File: config.mk
export PLATFORM = sky130hd
export DESIGN_NAME = fp_window_accum
export DESIGN_NICKNAME = d
export VERILOG_FILES = /design/src/rtl/fp_window_accum.sv
export SDC_FILE = /design/constraint.sdc
export NUM_CORES = 1
export LEC_CHECK = 0
export CORE_AREA = 2 2 90 92
export CTS_BUF_LIST = sky130_fd_sc_hd__clkbuf_8 sky130_fd_sc_hd__clkbuf_16
export DETAILED_ROUTE_END_ITERATION = 8
export DIE_AREA = 0 0 92 94
export GPL_TIMING_DRIVEN = 0
export PLACE_DENSITY = 0.65
export SYNTH_ARGS = -nofsm -noshare
export SYNTH_HDL_FRONTEND = slang
export SYNTH_SLANG_ARGS = --single-unit
File: constraint.sdc
create_clock -name clk -period 2.57 [get_ports clk]
set_input_delay 0.514 -clock clk [delete_from_list [all_inputs] [get_ports clk]]
set_output_delay 0.514 -clock clk [all_outputs]
set_load 0.02 [all_outputs]
File: src/rtl/fp_window_accum.sv
// fp_window_accum: decodes (s,e,f) samples to signed linear values and
// sums fixed windows of N_SAMPLES into a saturating signed accumulator.
// Ports: clk, rst_n (async, active-low); s/e/f + in_valid/in_ready sample
// input; sum/sat + sum_valid/sum_ready window-sum output.
module fp_window_accum #(
    parameter int N_SAMPLES = 8,
    parameter int ACC_W     = 16
) (
    input  logic                    clk,
    input  logic                    rst_n,
    input  logic                    s,
    input  logic [2:0]              e,
    input  logic [3:0]              f,
    input  logic                    in_valid,
    output logic                    in_ready,
    output logic signed [ACC_W-1:0] sum,
    output logic                    sum_valid,
    input  logic                    sum_ready,
    output logic                    sat
);

    localparam int CW = $clog2(N_SAMPLES);
    localparam logic [CW-1:0] CNT_LAST = CW'(N_SAMPLES - 1);
    localparam logic signed [ACC_W-1:0] ACC_MAX = {1'b0, {(ACC_W-1){1'b1}}};
    localparam logic signed [ACC_W-1:0] ACC_MIN = {1'b1, {(ACC_W-1){1'b0}}};

    typedef enum logic {
        OUT_IDLE,
        OUT_HOLD
    } out_state_t;

    out_state_t state, state_d;

    logic signed [11:0]      dec_q;
    logic                    dec_full;
    logic signed [ACC_W-1:0] acc;
    logic [CW-1:0]           cnt;
    logic                    wsat;

    logic [11:0]             mag;
    logic signed [11:0]      dec_in;
    logic signed [ACC_W:0]   add_full;
    logic signed [ACC_W-1:0] add_sat;
    logic                    ovf;
    logic                    last;
    logic                    advance;
    logic                    last_adv;
    logic                    accept;

    // Negative zero falls out naturally: -0 == 0.
    always_comb begin
        mag    = 12'(f) << e;
        dec_in = s ? -$signed(mag) : $signed(mag);
    end

    // One guard bit is enough: both operands fit in ACC_W bits.
    always_comb begin
        add_full = {acc[ACC_W-1], acc} + {{(ACC_W-11){dec_q[11]}}, dec_q};
        ovf      = add_full[ACC_W] ^ add_full[ACC_W-1];
        if (ovf) begin
            add_sat = add_full[ACC_W] ? ACC_MIN : ACC_MAX;
        end else begin
            add_sat = add_full[ACC_W-1:0];
        end
    end

    // Only a completed window with an unconsumed sum may stall the pipe.
    always_comb begin
        sum_valid = (state == OUT_HOLD);
        last      = (cnt == CNT_LAST);
        advance   = dec_full && !(last && sum_valid && !sum_ready);
        last_adv  = advance && last;
        in_ready  = !dec_full || advance;
        accept    = in_valid && in_ready;
    end

    always_ff @(posedge clk or negedge rst_n) begin
        if (!rst_n) begin
            dec_q    <= '0;
            dec_full <= 1'b0;
        end else if (accept) begin
            dec_q    <= dec_in;
            dec_full <= 1'b1;
        end else if (advance) begin
            dec_full <= 1'b0;
        end
    end

    always_ff @(posedge clk or negedge rst_n) begin
        if (!rst_n) begin
            acc  <= '0;
            cnt  <= '0;
            wsat <= 1'b0;
            sum  <= '0;
            sat  <= 1'b0;
        end else if (advance) begin
            if (last) begin
                sum  <= add_sat;
                sat  <= wsat | ovf;
                acc  <= '0;
                cnt  <= '0;
                wsat <= 1'b0;
            end else begin
                acc  <= add_sat;
                cnt  <= cnt + 1'b1;
                wsat <= wsat | ovf;
            end
        end
    end

    always_ff @(posedge clk or negedge rst_n) begin
        if (!rst_n) begin
            state <= OUT_IDLE;
        end else begin
            state <= state_d;
        end
    end

    // A new sum arriving on the consuming edge keeps the port in HOLD.
    always_comb begin
        state_d = state;
        unique case (state)
            OUT_IDLE: begin
                if (last_adv) begin
                    state_d = OUT_HOLD;
                end
            end
            OUT_HOLD: begin
                if (last_adv) begin
                    state_d = OUT_HOLD;
                end else if (sum_ready) begin
                    state_d = OUT_IDLE;
                end
            end
            default: state_d = OUT_IDLE;
        endcase
    end

endmodule
# --- After elaboration in Yosys (flattened, before gate mapping) ---
# Cells that the tools add are included.
op_classes:
  n_addsub: 3
  n_eq_ne: 1
  shifts: 1
  n_mux: 12
  bitwise: 3
  reduce_logical: 11
ops:
  columns: ["cell", "count"]
  rows:
  - ["two-way mux 16 bit", 3]
  - ["adder 16 x 12 -> 17 bit", 1]
  - ["two-way mux 12 bit", 1]
  - ["negation 12 bit", 1]
  - ["<< shifter 4 x 3 -> 12 bit", 1]
  - ["two-way mux 1 bit", 6]
  - ["logical AND 1 bit", 5]
  - ["adder 3 x 1 -> 3 bit (second input constant)", 1]
  - ["== test 3 bit (second input constant)", 1]
  - ["zero test 1 bit", 3]
  - ["two-way mux 3 bit", 1]
  - ["one-hot mux 1 bit (2 select lines)", 1]
  - ["AND reduction 2 bit", 1]
  - ["nonzero test 2 bit", 1]
  - ["logical OR 1 bit", 1]
  - ["NOT 1 bit", 1]
  - ["bitwise OR 1 bit", 1]
  - ["bitwise XOR 1 bit", 1]
totals:
  ff_bits: 51
  in_bits: 12
  out_inout_bits: 19
  wordCells: 39

# --- Logic depth before layout (Yosys ltp) ---
logic_depth:
  word_depth: 8
  ltp_mapped: 11
  mapped_depth_nobuf: 10

# --- Worst setup path after synthesis ---
# OpenSTA, ideal clock, no wires.
synth_path:
  path_kind: "reg2reg"
  start: "register dec_q[0]"
  end: "register sat"
  setup_time_ps: 124
  t_arrival_ps: 2438
  setup_slack_ps: 8
  path_stages_with_launch: 11
  path_buffers: 0
  synth_period_minus_slack_ps: 2562
  cell_sequence: "dfrtp_1 -> ha_1 -> inv_1 -> fa_1 -> nand2b_1 -> a21oi_1 -> o21ai_4 -> a21oi_2 -> a21oi_1 -> or4_4 -> o31a_1"
synth_between:
  elab_chain_len: 3
synth_lines:
  columns: ["element", "line_no", "rtl"]
  rows:
  - ["start, declared", "34", "logic signed [11:0] dec_q;"]
  - ["start signal, assigned", "82", "dec_q <= dec_in;"]
  - ["adder 16 x 12 -> 17 bit", "58", "add_full = {acc[ACC_W-1], acc} + {{(ACC_W-11){dec_q[11]}}, dec_q};"]
  - ["bitwise XOR 1 bit", "59", "ovf = add_full[ACC_W] ^ add_full[ACC_W-1];"]
  - ["bitwise OR 1 bit", "99", "sat <= wsat | ovf;"]
  - ["end signal, assigned", "99", null]
  - ["end, declared", "19", "output logic sat"]
# Every way passes these cells.
# A chain may end at the register's enable or synchronous reset.

# --- Worst setup path after layout ---
layout_path:
  start: "register dec_q[11]"
  end: "register sat"
# Same word-level chain as after synthesis.

==> results.env <==
NUMBER_OF_ANTENNA_VIOLATIONS_AT_THE_FIRST_CHECK_IN_GLOBAL_ROUTING=0
FLOORPLAN.DIE_AREA_MM2=0.008648
CHIPHEIGHT_UM=94
SYNTHESIS.NETS=427
CLK_TRANSITION_REPORTED_PATHS_NS=0.10
SYN_AREA_PER_CELL_UM2=8.543
SYN_INST=395
LENGTH_OF_THE_FIRST_DETAILED_ROUTING_PASS_IN_ITERATIONS=4
CRIT_ARRIVAL_NS=2.91
SYNTH-ASYNC-RESET-RATIO=1.000
CORE_MM2=0.007607
SYNTHESIS.AREA_MM2=0.003374
YS.FLOP_TYPE='dfrtp_1'
CRIT_PATH_START_KIND='flop'
DRV_SLEW=0
FRACTION_OF_THE_YOSYS_AREA_TAKEN_BY_SEQUENTIAL_CELLS=0.3782
MAXCAPVIOLATIONS=0
WORST_EP_REQUIRED_TIME_NS=2.78
IR_WORST_VDD_mV=0.7004
PATH_CLASS='flop to flop'
CTS_BUFFERS=5
TIMING.CLOCK.SKEW_NS=0.009735
TIMING.REG2REG.SETUP_SLACK_NS=-0.12
SETUP.WORST_PATH.END_CLASS='flop'
POST-ROUTE-UTIL=0.5637
DRT-WIRELENGTH-PER-CELL_UM=16.75
CLOCK_LATENCY_NS=0.32
TIMING.FINAL.CRIT_SHARE=1.049
SYNTH_LARGEST_AREA_CELL='dfrtp_1'
BUFFER_PORTS.INSERTED=28
YOSYS_WARNINGS=0
IO_PINS=31
SYNTH_LARGEST_TYPE_AREA_FRACTION=0.3782
YS_TOP_CELLS_BY_COUNT='nand2_1, dfrtp_1, o21ai_0'
VIAS_IN_THE_FIRST_GLOBAL_ROUTE=2944
REGTOREGSTARTPOINT='dec_q[11]'
RSZ0062_AT_GRT='yes'
ANTENNADIODECOUNT=0
PIN_COUNT_OF_THE_BIGGEST_NET_ENTERING_GLOBAL_ROUTING=33
PLACE_HPWL_MM=6.423
SETUP_VIOLATIONS_FINAL=17
CRIT_PATH_MAX_FANOUT=6
VIA_COUNT=3084
WORST_REG_TO_REG_PATH_CELL_COUNT=8
ROUTE.ANTENNA.REMAINING_NETS=0
VIOLATIONS='negative setup slack'
GLOBAL_ROUTE_WIRE_LENGTH_BEFORE_REPAIR_MM=14.47
SYNTH_EDF_COUNT=0
SYNTH.AREA.TOP_CELLS='dfrtp_1, nand2_1, ha_1, o21ai_0, a21oi_1'
POST_DRT_VIA_CELL_RATIO=5.690
FINAL_CRITICAL_PATH_SETUP_SLACK_NS=-0.1247
FINAL_WTD_CONGESTION=0.8737
NETS_FINISH=471
DIE_W_UM=92
GROUTE.USAGE.OVERALL=0.2097
CTS_HOLD_BUFFERS=0
PRECTSSETUPSLACK_NS=-0.6879
CTS-ROOT-TO-SINK-BUFFERS=2
STATUS='finished, violations left'
POST_SYNTH_NUM_CELL_TYPES=61
CTS_TREE='done'
LAYOUT-DRIVE-GT1-SHARE=0.1886
CLOCK-SINKS=51
FLOORPLAN.ROWS=32
POWER_DENSITY_OVER_THE_CELLS_mW_PER_MM2=1197
POWER_SWITCHING_mW=2.331
FINAL.FILL_COUNT=710
NUMBER_OF_FLIP_FLOPS_AND_LATCHES_IN_THE_SYNTHESIZED_NETLIST=51
DETAIL_ROUTE.ITER0.VIOLATIONS=181
SEQ_POWER_SHARE=0.264
TIMING.FINAL.CRIT_PERIOD_NS=2.695
FLOORPLAN.INITIALDENSITY=0.4436
MAX_SLEW.WORST_PIN.SLEW_NS=0.4851
HOLD_VIOL=0
HP_CLASS='input pin to async pin'
GRT.OVERFLOW.TOTAL=0
SYNTHMOSTINSTANTIATEDCELL='nand2_1'
POST-ROUTE-DRC-COUNT=0
CLOCKPOWERSHARE=0.096
TIMING.FMAX_MHz=371.1
WORSTREG2REGEND='sat'
SWITCHING_SHARE=0.4542
INTPOWER_mW=2.801
DETAIL_ROUTE.WIRELENGTH_MM=9.076
STATIC_LEAKAGE_nW=1.777
COMBPWRFRAC=0.639
CTS-ROOT-BUF='clkbuf_8'
SLEW_HEADROOM=0.6738
HTREE_NUM_LEVELS=2
LAYOUT-AREA-OVERHEAD-VS-SYNTH_PCT=27.07
## state kept, by name (all words and copies together) (netlist names)
| name | cells |
|---|---|
| dec_full | 1 |
| cnt | 3 |
| dec_q | 12 |
| sum_valid | 1 |
| acc | 16 |
| sum | 16 |
| sat | 1 |
| wsat | 1 |
## worst max-delay path: stages, from the launching register on
cell and delay [ns]:
dfrtp_2 0.51, ha_4 0.28, a21o_1 0.20, a21oi_2 0.17
nor2_2 0.06, a311oi_4 0.44, a21oi_2 0.14, or4_4 0.54
o31a_1 0.25
## logic make-up (layout without fill, tap and decap cells)
logic type	after synthesis	count (layout)	share of synthesized area
DFF	51	51	0.3782
xor gates and xnor gates	18	18	0.04672
muxes	5	5	0.01557
buffers and inverters	28	73	0.03225
adders and majority gates	20	20	0.07638
AOI/OAI and AO/OA	124	124	0.2336
and+or+nand+nor	149	149	0.2173
## placed cells by master (no fill, tap or decap), types with 10 or more instances in the layout
master           instances
a21oi_1                 25
clkdlybuf4s50_1         25
dfrtp_1                 50
inv_1                   12
nand2_1                 64
nand3_1                 10
nor2_1                  20
o21ai_0                 37
xnor2_1                 11
## repair_timing
action	CTS	global route
endpoints found under the setup margin	37	41
pin swaps	8	8
cloned	0	0
setup buffers	4	4
gates resized for setup	36	38
## per-stage QoR
stage          cell area [um^2]  TNS [ns]  std cells  hold WS, ns  power, mW
2_1_floorplan              3374         0        395       0.2184      3.134
3_3_place_gp               3782    -37.91        525       0.4634      3.901
3_5_place_dp               3797    -8.716        526       0.4708      3.948
4_1_cts                    4141         0        538       0.1477      4.850
5_1_grt                    4288    -2.056        542       0.1706      5.458
6_report                   4288   -0.7899        542       0.1330      5.132
## power by group through the flow
stage | clock network, mW | registers [mW] | logic [mW]
after floorplan | 0 | 1.44 | 1.69
after global placement | 0 | 1.33 | 2.57
after detailed placement | 0 | 1.34 | 2.61
after CTS | 0.504 | 1.36 | 2.99
after global routing | 0.537 | 1.39 | 3.53
final | 0.494 | 1.36 | 3.28
## layout make-up
type / instances / area [um^2] / share of cell area
multi-input cells: 316 / 2278 / 0.5314
repair buffers: 37 / 372.9 / 0.08696
flip-flops and latches: 51 / 1277 / 0.2979
clock buffers: 5 / 68.82 / 0.01605
inverters: 12 / 45.04 / 0.01050
clock inverters: 3 / 23.77 / 0.005544
plain buffers: 16 / 93.84 / 0.02189
well taps: 102 / 127.6 / 0.02976
## worst max-delay path by stage
stage | start | end | slack (ns)
3_3_place_gp | e[2] | dec_q[10] | -0.63
6_report | dec_q[11] | sat | -0.12
3_5_place_dp | e[2] | dec_q[10] | -0.69
4_1_cts | dec_q[11] | sat | 0.0003
5_1_grt | dec_q[11] | sat | -0.16
2_1_floorplan | dec_q[0] | sat | 0.008
## metal layers
layer | GRT usage | up-vias | wire [um] | share of wire
met5 | 0 | - | 0 | 0
met4 | 0.05224 | 0 | 91 | 0.010
met3 | 0.03050 | 8 | 231 | 0.025
met2 | 0.3536 | 47 | 4568 | 0.50
met1 | 0.2855 | 1524 | 4185 | 0.46
li1 | - | 1505 | - | -
(Power assumes the default switching activity.)
